$ cat src/rtl/insmem_loader.sv
// Framed byte-stream loader for the instruction memory write port.
// Holds the core in reset until a length/payload/checksum frame is accepted.
module insmem_loader #(
   parameter int                 MEM_BYTES = 400,
   parameter int                 ADDR_W    = 32,
   parameter logic [ADDR_W-1:0] BASE_ADDR = '0
) (
   input  logic              clk,
   input  logic              rst,
   input  logic              in_valid,
   input  logic [7:0]        in_data,
   output logic              in_ready,
   input  logic              restart,
   output logic              wr_en,
   output logic [ADDR_W-1:0] wr_addr,
   output logic [7:0]        wr_data,
   output logic              cpu_hold,
   output logic              done,
   output logic              err,
   output logic [1:0]        err_code,
   output logic [15:0]       bytes_written
);

   typedef enum logic [2:0] {
      S_LEN_LO, S_LEN_HI, S_DATA, S_CSUM, S_DONE, S_ERR
   } state_t;

   state_t            state_q, state_d;
   logic              in_ready_q, in_ready_d;
   logic              wr_en_q, wr_en_d;
   logic [ADDR_W-1:0] wr_addr_q, wr_addr_d;
   logic [7:0]        wr_data_q, wr_data_d;
   logic              cpu_hold_q, cpu_hold_d;
   logic              done_q, done_d;
   logic              err_q, err_d;
   logic [1:0]        err_code_q, err_code_d;
   logic [15:0]       bw_q, bw_d;
   logic [15:0]       length_q, length_d;
   logic [7:0]        csum_q, csum_d;

   logic        accept;
   logic [15:0] len_full;
   logic        len_big;
   logic        len_odd;

   assign accept   = in_valid && in_ready_q;
   assign len_full = {in_data, length_q[7:0]};
   assign len_big  = 32'(len_full) > 32'(MEM_BYTES);
   assign len_odd  = len_full[1:0] != 2'b00;

   always_ff @(posedge clk) begin
      if (rst) begin
         state_q    <= S_LEN_LO;
         in_ready_q <= 1'b0;
         wr_en_q    <= 1'b0;
         wr_addr_q  <= BASE_ADDR;
         wr_data_q  <= 8'h00;
         cpu_hold_q <= 1'b1;
         done_q     <= 1'b0;
         err_q      <= 1'b0;
         err_code_q <= 2'd0;
         bw_q       <= 16'd0;
         length_q   <= 16'd0;
         csum_q     <= 8'h00;
      end else begin
         state_q    <= state_d;
         in_ready_q <= in_ready_d;
         wr_en_q    <= wr_en_d;
         wr_addr_q  <= wr_addr_d;
         wr_data_q  <= wr_data_d;
         cpu_hold_q <= cpu_hold_d;
         done_q     <= done_d;
         err_q      <= err_d;
         err_code_q <= err_code_d;
         bw_q       <= bw_d;
         length_q   <= length_d;
         csum_q     <= csum_d;
      end
   end

   always_comb begin
      state_d = state_q;
      unique case (state_q)
         S_LEN_LO: if (accept) state_d = S_LEN_HI;
         S_LEN_HI: begin
            if (accept) begin
               if (len_big || len_odd)   state_d = S_ERR;
               else if (len_full == 0)   state_d = S_CSUM;
               else                      state_d = S_DATA;
            end
         end
         S_DATA: begin
            if (accept && (bw_q + 16'd1 == length_q))
               state_d = S_CSUM;
         end
         S_CSUM: begin
            if (accept)
               state_d = (in_data == csum_q) ? S_DONE : S_ERR;
         end
         S_DONE, S_ERR: if (restart) state_d = S_LEN_LO;
         default: state_d = S_LEN_LO;
      endcase
   end

   // Status flags are registered copies of the next state.
   always_comb begin
      length_d   = length_q;
      csum_d     = csum_q;
      bw_d       = bw_q;
      wr_en_d    = 1'b0;
      wr_addr_d  = wr_addr_q;
      wr_data_d  = wr_data_q;
      err_code_d = err_code_q;
      unique case (state_q)
         S_LEN_LO: if (accept) length_d[7:0] = in_data;
         S_LEN_HI: begin
            if (accept) begin
               length_d[15:8] = in_data;
               if (len_big)      err_code_d = 2'd1;
               else if (len_odd) err_code_d = 2'd2;
            end
         end
         S_DATA: begin
            if (accept) begin
               wr_en_d   = 1'b1;
               wr_addr_d = BASE_ADDR + ADDR_W'(bw_q);
               wr_data_d = in_data;
               csum_d    = csum_q ^ in_data;
               bw_d      = bw_q + 16'd1;
            end
         end
         S_CSUM: begin
            if (accept && (in_data != csum_q)) err_code_d = 2'd3;
         end
         S_DONE, S_ERR: begin
            if (restart) begin
               err_code_d = 2'd0;
               bw_d       = 16'd0;
               csum_d     = 8'h00;
            end
         end
         default: ;
      endcase
      in_ready_d = (state_d == S_LEN_LO) || (state_d == S_LEN_HI) ||
                   (state_d == S_DATA)   || (state_d == S_CSUM);
      done_d     = state_d == S_DONE;
      err_d      = state_d == S_ERR;
      cpu_hold_d = state_d != S_DONE;
   end

   assign in_ready      = in_ready_q;
   assign wr_en         = wr_en_q;
   assign wr_addr       = wr_addr_q;
   assign wr_data       = wr_data_q;
   assign cpu_hold      = cpu_hold_q;
   assign done          = done_q;
   assign err           = err_q;
   assign err_code      = err_code_q;
   assign bytes_written = bw_q;

endmodule

$ cat config.mk
export PLATFORM = sky130hd
export DESIGN_NAME = insmem_loader
export DESIGN_NICKNAME = d
export VERILOG_FILES = /design/src/rtl/insmem_loader.sv
export SDC_FILE = /design/constraint.sdc
export NUM_CORES = 1
export LEC_CHECK = 0
export CAP_MARGIN = 20
export CELL_PAD_IN_SITES_DETAIL_PLACEMENT = 0
export CELL_PAD_IN_SITES_GLOBAL_PLACEMENT = 1
export CORE_MARGIN = 5
export CORE_UTILIZATION = 30
export DETAILED_ROUTE_END_ITERATION = 8
export PLACE_DENSITY = 0.71
export SYNTH_ARGS = -nofsm -noshare
export SYNTH_HDL_FRONTEND = slang
export SYNTH_SLANG_ARGS = --single-unit
$ cat constraint.sdc
create_clock -name clk -period 4.8 [get_ports clk]
set_input_delay 0.96 -clock clk [delete_from_list [all_inputs] [get_ports clk]]
set_output_delay 0.96 -clock clk [all_outputs]
set_load 0.03 [all_outputs]
==> reports/qor.csv <==
metric,value,unit
status,completed,
Max clock buf depth,2,
Startpoint Class,primary input,
gr usage total,0.134,
Critical Path Max Stage Delay,560,ps
top_reg_cell synth,dfxtp_1,
worst path required time,5040,ps
initial drt markers,333,
hold_buf cts,0,
PD cells,288,mW/mm^2
RD Place Congestion,0.869,
YS warnings,0,
number of diodes,0,
worst skew pair latency,330,ps
Num CTS Buffers,9,
"Slowest-stage cell, CP",clkdlybuf4s50_1,
final instance area,0.00469,sq mm
max_slew headroom,0.571,
Residual DRC,0,
Slew @ Worst Pin,644,ps
Mean Syn Cell Area,8.13,sq um
Initial Util,0.307,
number of synthesized flops with an enable pin,0,
Area contributors post-synth,"dfxtp_1 38%, nand2_1 6.7%, nor2_1 6.2%, a21oi_1 5.9%, xnor2_1 5.4%",
setup bufs post-CTS,0,
first-pass GRT wire length,16200,um
clock skew,5.90,ps
I/O Pins,75,
TNS Setup,0,ps
WP data arrival,3180,ps
crit share post-route,0.612,
First-pass DRT Iterations,4,
"most common cell after layout, fill and taps aside",dfxtp_1,
TritonCTS Sinks,74,
largest net degree at the start of global routing,44,
synthesized cell area,0.00387,sq mm
largest family of logic cells by synthesized area,simple AND/OR/NAND/NOR gates,
Synth Area in Simple Gates,0.248,
post-synth top area share,0.383,
clk slew on worst S/H paths,60,ps
adder-cell area share of the yosys netlist,0.00323,
vias in the first global route,3216,
RSZ-0062 raised after global routing,no,
htree depth,3,
post-synthesis compound-gate area fraction,0.153,
most frequent cells in the layout,"74 x dfxtp_1, 69 x nand2_1, 64 x nor2_1, 57 x clkdlybuf4s50_1, 46 x a21oi_1",
drt via density,4.84,
number of synthesized register bits,74,
Core ar.,0.0126,sq mm
maxcap violations,0,
"area leader, netlist",dfxtp_1,
die width,124,um
Final min period,2940,ps
total grt overflow,0,
Setup crit end kind,flop,
Layout Nets,528,
crit-path leading delay family,buffers and inverters,
WP buf/inv,2,
antenna violations before repair,0,
routed vias,3348,
multiplexer share of the synthesized area,0.0465,
Crit Path Class,in2reg,
post-synthesis cell count,476,
Die Area,0.0153,sq mm
final wirelength,9920,um
post-cts resize count,0,
Final Hold Vio Count,0,
post-detail-place hpwl,7010,um
"Seq/Total Area, Yosys",0.383,
Antenna Violating Nets Remaining,0,
Post-DP Area,0.00441,sq mm
worst-path maximum fanout,33,
Die Y,124,um
# port buffers,58,
Slew Limit Fails,0,
synthesis-to-finish area growth,21.3,%
Setup Viol. Count Final,0,
ys async rst share,0,
leakage power,1.65,nW
Fmax,340,MHz
clk root buf,clkbuf_16,
Max VDD drop,140,uV
Worst Hold Class,reg2reg,
WL/cell,14.3,um
Cell variety after synth,66,
xor-xnor portion of the synthesized cell area,0.0724,
CP cell instances,clkdlybuf4s50_1 > nand2_2 > nor4b_4 > buf_4 > nand3_1 > a2111oi_0 > nand4_1 > o32ai_2,
CTS tree,built,
layout cells sized above 1,0.0635,
Rows,41,
[power breakdown]
part	switching [mW]	internal, mW	total [mW]
logic	0.0613	0.0334	0.0947
registers	0.0103	0.621	0.632
clock network	0.263	0.362	0.626
[registers in the layout, indices dropped and copies added (netlist names), 2 cells and up]
| register | cells |
|---|---|
| wr_addr | 16 |
| wr_data | 8 |
| bytes_written | 16 |
| state_q | 3 |
| err_code | 2 |
| csum_q | 8 |
| length_q | 16 |
[synth_stat cells (2+ instances only)]
cell,n
a21oi_1,46
and2_1,3
and3_1,4
buf_2,4
buf_4,17
buf_6,7
clkbuf_1,18
clkbuf_8,2
dfxtp_1,74
inv_1,4
mux2i_1,18
nand2_1,69
nand2b_1,3
nand3_1,11
nand4_1,9
nor2_1,64
nor3_1,13
nor4_1,4
nor4_4,2
o211ai_1,3
o21ai_0,22
o22ai_1,2
o31ai_1,2
o32ai_1,2
or3_1,2
xnor2_1,24
xor2_1,8
[worst register-to-register path: cells and delay by family, from the launching register on]
kind | cells | cell delay [ps]
DFF | 1 | 570
adders and majority gates | 1 | 310
AOI/OAI and AO/OA | 3 | 610
and+or+nand+nor | 3 | 750
[cell type report]
| type | count | area (sq um) |
|---|---|---|
| Clock inverter | 6 | 42.5 |
| Sequential cell | 74 | 1480 |
| Multi-Input combinational cell | 362 | 2080 |
| Tap cell | 172 | 215 |
| Clock buffer | 10 | 239 |
| Timing Repair Buffer | 63 | 613 |
| Fill cell | 1315 | 7930 |
| Inverter | 5 | 18.8 |
[metal layers]
| layer | global-route usage | vias up | share of wire |
|---|---|---|---|
| met5 | 0 | - | 0 |
| met4 | 0.0554 | 0 | 0.020 |
| met3 | 0.0318 | 16 | 0.054 |
| met2 | 0.204 | 84 | 0.46 |
| met1 | 0.181 | 1551 | 0.47 |
| li1 | - | 1697 | - |
[logic make-up (layout without fill, tap and decap cells)]
logic type,Yosys count,after routing
adder cells (fa/ha/maj),1,1
multiplexers,18,18
XOR/XNOR,32,32
AO/OA/AOI/OAI,98,98
flip-flops,74,74
other,1,16
AND/OR/NAND/NOR,197,197
buffers and inverters,55,84
[worst paths after layout]
kind / from / slack (ps) / endpoint / cells after the start
max reg2reg: bytes_written[0] / 2460 / state_q[0] / 7
min: wr_addr[4] / 450 / wr_addr[4] / 2
max: in_valid / 1860 / state_q[0] / 8
min reg2reg: wr_addr[4] / 450 / wr_addr[4] / 2
[per-stage QoR]
step / setup WS, ps / instances / total power, mW / hold WS, ps / util
2_1_floorplan: 2520 / 491 / 0.720 / 480 / -
6_report: 1860 / 692 / 1.35 / 453 / 0.372
3_3_place_gp: 1520 / 675 / 0.739 / 441 / 0.349
4_1_cts: 1760 / 691 / 1.37 / 454 / 0.371
3_5_place_dp: 1410 / 675 / 0.740 / 446 / 0.349
5_1_grt: 1680 / 692 / 1.41 / 465 / 0.372
Power figures use the tool's default switching activity.
